--- src/rtl/game_pkg.sv ---
// Shared game constants, the board cell encoding and a byte-lane insert helper
// used by the board readers and serializers.
package game_pkg;

    localparam int         BOARD_DIM       = 10;
    localparam int         N_CELLS         = BOARD_DIM * BOARD_DIM;
    localparam int         BYTES_PER_FRAME = N_CELLS / 4;
    localparam logic [7:0] HEADER_BYTE     = 8'hA5;

    typedef enum logic [1:0] {
        EMPTY = 2'b00,
        SHIP  = 2'b01,
        HIT   = 2'b10,
        MISS  = 2'b11
    } cell_code_t;

    // Cell in lane n occupies bits [2n+1:2n] of a packed byte.
    function automatic logic [7:0] insert_lane(input logic [7:0]  b,
                                               input logic [1:0]  lane,
                                               input cell_code_t  code);
        logic [7:0] r;
        r = b;
        r[{lane, 1'b0} +: 2] = code;
        return r;
    endfunction

endpackage

--- src/rtl/board_byte_packer.sv ---
// Collects four 2-bit cell codes into one byte, lowest lane first.
module board_byte_packer
    import game_pkg::*;
(
    input  logic       clk,
    input  logic       rst,
    input  logic       clear,
    input  logic       load,
    input  logic [1:0] code,
    output logic [7:0] data,
    output logic       last_lane
);

    logic [1:0] lane_q;

    always_ff @(posedge clk or posedge rst) begin
        if (rst) begin
            lane_q <= 2'd0;
            data   <= 8'd0;
        end else if (clear) begin
            lane_q <= 2'd0;
            data   <= 8'd0;
        end else if (load) begin
            data   <= insert_lane(data, lane_q, cell_code_t'(code));
            lane_q <= lane_q + 2'd1;
        end
    end

    assign last_lane = (lane_q == 2'd3);

endmodule

--- src/rtl/board_tx_serializer.sv ---
// Scans the 100-cell board and streams a framed, 4-cells-per-byte image to the UART TX.
// Define BOARD_TX_CHECKSUM_EN to append an XOR checksum byte (header included).
module board_tx_serializer #(
    parameter int         N_CELLS     = game_pkg::N_CELLS,
    parameter logic [7:0] HEADER_BYTE = game_pkg::HEADER_BYTE,
    parameter int         READ_LAT    = 1
) (
    input  logic       clk,
    input  logic       rst,
    input  logic       start,
    input  logic [1:0] ship_code,
    output logic [6:0] ship_xy,
    input  logic       tx_ready,
    output logic [7:0] tx_data,
    output logic       tx_valid,
    output logic       busy,
    output logic       done
);

    typedef enum logic [2:0] {
        IDLE,
        HDR,
        RD,
        SEND,
`ifdef BOARD_TX_CHECKSUM_EN
        CSUM,
`endif
        FIN
    } state_t;

    localparam logic [6:0] LAST_CELL = 7'(N_CELLS - 1);
    localparam logic [6:0] END_CELL  = 7'(N_CELLS);
    localparam logic [1:0] WAIT_LAST = 2'(READ_LAT);

    state_t     state_q, state_d;
    logic [6:0] k_q, k_inc;
    logic [1:0] wait_q;
    logic       xfer, rd_sample, byte_full;
    logic       pk_clear, pk_load, pk_last_lane;
    logic [7:0] pk_data;

    // Handshake: a byte moves on a rising edge with tx_valid && tx_ready; once
    // tx_valid is raised, tx_data stays fixed until that transfer (or reset).
    assign xfer      = tx_valid && tx_ready;
    // ship_code reflects ship_xy READ_LAT edges after it changes; captured one edge later.
    assign rd_sample = (state_q == RD) && (wait_q == WAIT_LAST);
    assign byte_full = pk_last_lane || (k_q == LAST_CELL);
    assign k_inc     = (k_q == END_CELL) ? k_q : k_q + 7'd1;

`ifdef BOARD_TX_CHECKSUM_EN
    logic [7:0] csum_q;

    always_ff @(posedge clk or posedge rst) begin
        if (rst)
            csum_q <= 8'd0;
        else if (state_q == IDLE && start)
            csum_q <= 8'd0;
        else if (xfer && (state_q == HDR || state_q == SEND))
            csum_q <= csum_q ^ tx_data;
    end
`endif

    always_ff @(posedge clk or posedge rst) begin
        if (rst)
            state_q <= IDLE;
        else
            state_q <= state_d;
    end

    always_comb begin
        state_d  = state_q;
        pk_clear = 1'b0;
        pk_load  = 1'b0;
        tx_valid = 1'b0;
        tx_data  = 8'd0;
        busy     = 1'b1;
        done     = 1'b0;
        case (state_q)
            IDLE: begin
                busy = 1'b0;
                if (start) begin
                    state_d  = HDR;
                    pk_clear = 1'b1;
                end
            end
            HDR: begin
                tx_valid = 1'b1;
                tx_data  = HEADER_BYTE;
                if (xfer) state_d = RD;
            end
            RD: begin
                if (rd_sample) begin
                    pk_load = 1'b1;
                    if (byte_full) state_d = SEND;
                end
            end
            SEND: begin
                tx_valid = 1'b1;
                tx_data  = pk_data;
                if (xfer) begin
                    pk_clear = 1'b1;
`ifdef BOARD_TX_CHECKSUM_EN
                    state_d  = (k_q == END_CELL) ? CSUM : RD;
`else
                    state_d  = (k_q == END_CELL) ? FIN : RD;
`endif
                end
            end
`ifdef BOARD_TX_CHECKSUM_EN
            CSUM: begin
                tx_valid = 1'b1;
                tx_data  = csum_q;
                if (xfer) state_d = FIN;
            end
`endif
            FIN: begin
                busy    = 1'b0;
                done    = 1'b1;
                state_d = IDLE;
            end
            default: begin
                busy    = 1'b0;
                state_d = IDLE;
            end
        endcase
    end

    // Cell index, read-wait counter and the address presented to the board.
    always_ff @(posedge clk or posedge rst) begin
        if (rst) begin
            k_q     <= 7'd0;
            wait_q  <= 2'd0;
            ship_xy <= 7'd0;
        end else begin
            case (state_q)
                IDLE: begin
                    if (start) begin
                        k_q     <= 7'd0;
                        wait_q  <= 2'd0;
                        ship_xy <= 7'd0;
                    end
                end
                RD: begin
                    if (rd_sample) begin
                        k_q    <= k_inc;
                        wait_q <= 2'd0;
                        if (!byte_full) ship_xy <= k_inc;
                    end else begin
                        wait_q <= wait_q + 2'd1;
                    end
                end
                SEND: begin
                    if (xfer) ship_xy <= (k_q == END_CELL) ? 7'd0 : k_q;
                end
                default: ;
            endcase
        end
    end

    board_byte_packer u_packer (
        .clk       (clk),
        .rst       (rst),
        .clear     (pk_clear),
        .load      (pk_load),
        .code      (ship_code),
        .data      (pk_data),
        .last_lane (pk_last_lane)
    );

endmodule

--- config.mk ---
export PLATFORM = sky130hd
export DESIGN_NAME = board_tx_serializer
export DESIGN_NICKNAME = d
export VERILOG_FILES = /design/src/rtl/game_pkg.sv /design/src/rtl/board_byte_packer.sv /design/src/rtl/board_tx_serializer.sv
export SDC_FILE = /design/constraint.sdc
export NUM_CORES = 1
export LEC_CHECK = 0
export BUFFER_PORTS_ARGS = -buffer_cell sky130_fd_sc_hd__buf_4
export CORE_UTILIZATION = 55
export CTS_CLUSTER_SIZE = 14
export DETAILED_ROUTE_END_ITERATION = 6
export PLACE_DENSITY = 0.76
export SETUP_SLACK_MARGIN = 0.4
export SYNTH_ARGS = -nofsm -noshare
export SYNTH_HDL_FRONTEND = slang
export SYNTH_HIERARCHICAL = 1
export SYNTH_SLANG_ARGS = --single-unit
--- constraint.sdc ---
create_clock -name clk -period 3.9 [get_ports clk]
set_clock_uncertainty 0.1 [all_clocks]
set_input_delay 0.39 -clock clk [delete_from_list [all_inputs] [get_ports clk]]
set_output_delay 0.39 -clock clk [all_outputs]
set_load 0.01 [all_outputs]
==> impl_metrics.env <==
export IMPL_fin_ws_ns=1.57
export IMPL_arrival_ns=1.84
export IMPL_clk_path_buf_depth=2
export IMPL_pre_cts_ws_ns=1.60
export IMPL_whs_ns=0.183
export IMPL_tightest_slew_ns=0.780
export IMPL_outcome="finished clean"
export IMPL_row_count=20
export IMPL_clkPwrFrac_pct=15.7
export IMPL_min_path_type="input port to flop"
export IMPL_min_from="tx_ready"
export IMPL_grt_pass1_vias=1425
export IMPL_synthAdderAreaFrac_pct=5.35
export IMPL_dp_cells=249
export IMPL_pwr_density_cell_nw_per_um2=648
export IMPL_end_kind="output pin"
export IMPL_timing_setup_tns_ns=0
export IMPL_synthMuxAreaShare_pct=6.69
export IMPL_viasPerCell=5.79
export IMPL_dp_hpwl_um=2860
export IMPL_finalCritPeriodShare_pct=59.8
export IMPL_fp_dieW_um=60.3
export IMPL_io_pin_count=24
export IMPL_cts_resized_gates=0
export IMPL_crit_family="simple AND/OR/NAND/NOR gates"
export IMPL_stdcell_count=258
export IMPL_synth_nets=209
export IMPL_vias=1495
export IMPL_cts_root_buffer="clkbuf_4"
export IMPL_fmax_mhz=428
export IMPL_cp_slowest_cell="dfrtp_1"
export IMPL_yosys_warnings=6
export IMPL_cts_tree="built"
export IMPL_reg2reg_depth=4
export IMPL_die_height_um=60.3
export IMPL_crit_type="flop to output pin"
export IMPL_r2r_start="state_q[1]"
export IMPL_synth_async_reset_ratio_pct=100
export IMPL_finalHoldViolations=0
export IMPL_h_tree_depth=2
export IMPL_io_buffers=23
export IMPL_grt_use_total_pct=24.5
export IMPL_swShare_pct=41.1
export IMPL_crit_chain="or2b_1, nor2_1, and2_1, buf_4"
export IMPL_p_sw_mw=0.556
export IMPL_ff2ff_setup_slack_ns=1.59
export IMPL_avgSynthCellArea_um2=9.59
export IMPL_drc=0
export IMPL_ys_ff_latch=29
export IMPL_synth_top_family_by_area="simple AND/OR/NAND/NOR gates"
export IMPL_drv_slew=0
export IMPL_cts_sinks=29
export IMPL_antenna_found_initial=0
export IMPL_numCtsBuffers=5
export IMPL_final_util_pct=66.7
export IMPL_first_pass_iters=4
export IMPL_grt_max_degree=20
export IMPL_crit_path_start_kind="flop"
export IMPL_period_needed_ns=2.33
export IMPL_setup_viol_count_final=0
export IMPL_multi_input_area_um2=977
export IMPL_start_util_pct=59.8
export IMPL_min_to="state_q[0]"
export IMPL_wl_per_cell_um=15.2
export IMPL_grt_overflow_total=0
export IMPL_synth_edf_count=0
export IMPL_rsz0062_at_grt="false"
export IMPL_ir_worst_vdd_v=0.000327
export IMPL_yosysUniqueCellTypes=52
export IMPL_drtAntennaViolNets=0
export IMPL_fin_nets=227
export IMPL_n_fill_cell=258
export IMPL_yosys_most_used_dff="dfrtp_1"
export IMPL_combPwrFrac_pct=48.5
export IMPL_drt_iter0_markers=95
export IMPL_yosys_area_share_simple_pct=20.7
export IMPL_r2r_end="ship_xy[5]"
export IMPL_clkTransAtPathRegs_ns=0.09
export IMPL_layout_drive_gt1_share_pct=19.6
export IMPL_path_buf_inv=1
export IMPL_critPathRequiredTime_ns=3.41
export IMPL_layout_commonest_cell="dfrtp_1"
export IMPL_worst_path_largest_cell_delay_ns=0.63
export IMPL_synth_xor_xnor_area_share_pct=0.468
export IMPL_syn_cell_area_um2=1870
export IMPL_syn_inst=195
export IMPL_leakagePower_nw=0.993
export IMPL_worstSkewPairLatency_ns=0.34
export IMPL_whs_path_depth=2
export IMPL_ff_latch_area_um2=726
export IMPL_core_area_um2=3130
export IMPL_grt_pass1_wl_um=6240
export IMPL_routabilityCongestion=0.906
export IMPL_wl_um=3910
export IMPL_p_int_mw=0.795
export IMPL_layout_common_cells="29 x dfrtp_1, 24 x buf_4, 18 x inv_1"
export IMPL_die_area_um2=3640
export IMPL_maxCapViolations=0
export IMPL_maxSlewHeadroom_pct=47.9
export IMPL_n_antenna_cell=0
export IMPL_synth_compound_area_share_pct=19.0
export IMPL_path_max_fanout=18
export IMPL_synth_yosys_seq_area_share_pct=38.8
export IMPL_seq_power_share_pct=35.8
export IMPL_syn_to_final_growth_pct=11.5
[routing by layer]
| metal | share of wire (%) | up-vias | global-route usage (%) |
|---|---|---|---|
| met4 | 3.0 | 0 | 15.6 |
| met5 | 0 | - | 0 |
| met3 | 4.5 | 12 | 5.84 |
| li1 | - | 729 | - |
| met2 | 51 | 44 | 42.1 |
| met1 | 41 | 710 | 27.0 |
[stage by stage]
step	cell area, µm²	power (mW)
after floorplan	1870	1.02
after global placement	2010	1.11
after detailed placement	2010	1.14
after CTS	2090	1.35
after global routing	2090	1.46
final	2090	1.35
[power groups by stage]
stage | Sequential, mW | Clock [mW] | Combinational, mW
detailed placement | 0.488 | 0 | 0.651
floorplan | 0.444 | 0 | 0.580
global placement | 0.481 | 0 | 0.626
global route | 0.498 | 0.232 | 0.727
CTS | 0.482 | 0.218 | 0.654
finish | 0.484 | 0.212 | 0.656
[worst max-delay path by stage]
| stage | from | depth (start not counted) | end |
|---|---|---|---|
| after detailed placement | state_q[1] | 4 | ship_xy[5] |
| final | state_q[1] | 4 | tx_data[3] |
| after CTS | state_q[1] | 4 | tx_data[3] |
| after global placement | state_q[1] | 4 | ship_xy[4] |
| after global routing | state_q[1] | 4 | tx_data[4] |
| after floorplan | state_q[1] | 6 | ship_xy[0] |
[what timing repair did]
item                                   4_1_cts  5_1_grt
hold buffers                                 1        0
endpoints found under the hold margin       10        0
buffers inserted                             0        0
[final cells by class]
type                       count  area share, %
clock buffer                   7           3.12
sequential                    29           34.8
clock inverter                 1          0.240
timing repair buffer          25           9.12
tap                           44           2.64
inverter                      18           3.24
multi-input combinational    134           46.9
[synthesized netlist by cell type (3+ instances only)]
| library cell | n | share of area, % |
|---|---|---|
| ha_1 | 8 | 5.4 |
| mux2_4 | 5 | 4.0 |
| nand3b_1 | 3 | 1.2 |
| nor2b_1 | 3 | 1.0 |
| nor3_1 | 3 | 0.80 |
| dfrtp_1 | 29 | 39 |
| and2_1 | 6 | 2.0 |
| clkbuf_1 | 5 | 1.0 |
| nand2_1 | 9 | 1.8 |
| o31ai_1 | 5 | 2.0 |
| a21oi_1 | 11 | 2.9 |
| inv_1 | 18 | 3.6 |
| o2bb2ai_1 | 4 | 1.9 |
| a22o_1 | 3 | 1.4 |
| buf_2 | 4 | 1.1 |
| o21ai_0 | 11 | 2.9 |
| buf_6 | 3 | 1.8 |
| nand3_1 | 7 | 1.9 |
| nor2_1 | 11 | 2.2 |
| mux2i_1 | 5 | 2.7 |
| a31oi_1 | 3 | 1.0 |
[logic make-up after synthesis]
logic type | Yosys count
AND/OR/NAND/NOR | 63
AO/OA/AOI/OAI | 52
buffers and inverters | 32
flip-flops | 29
multiplexers | 10
adder cells (fa/ha/maj) | 8
XOR/XNOR | 1
[sequential cells by signal, summed over array words and instances (netlist names)]
signal / flops
u_packer/lane_q: 2
state_q: 3
u_packer/data: 8
wait_q: 2
ship_xy: 7
k_q: 7
[worst reg2reg max path, stage by stage, from the launching register on]
cell,delay (ns)
dfrtp_1,0.55
or3b_1,0.46
a21oi_2,0.39
o21ba_1,0.36
mux2_4,0.35
(Power assumes the default switching activity.)
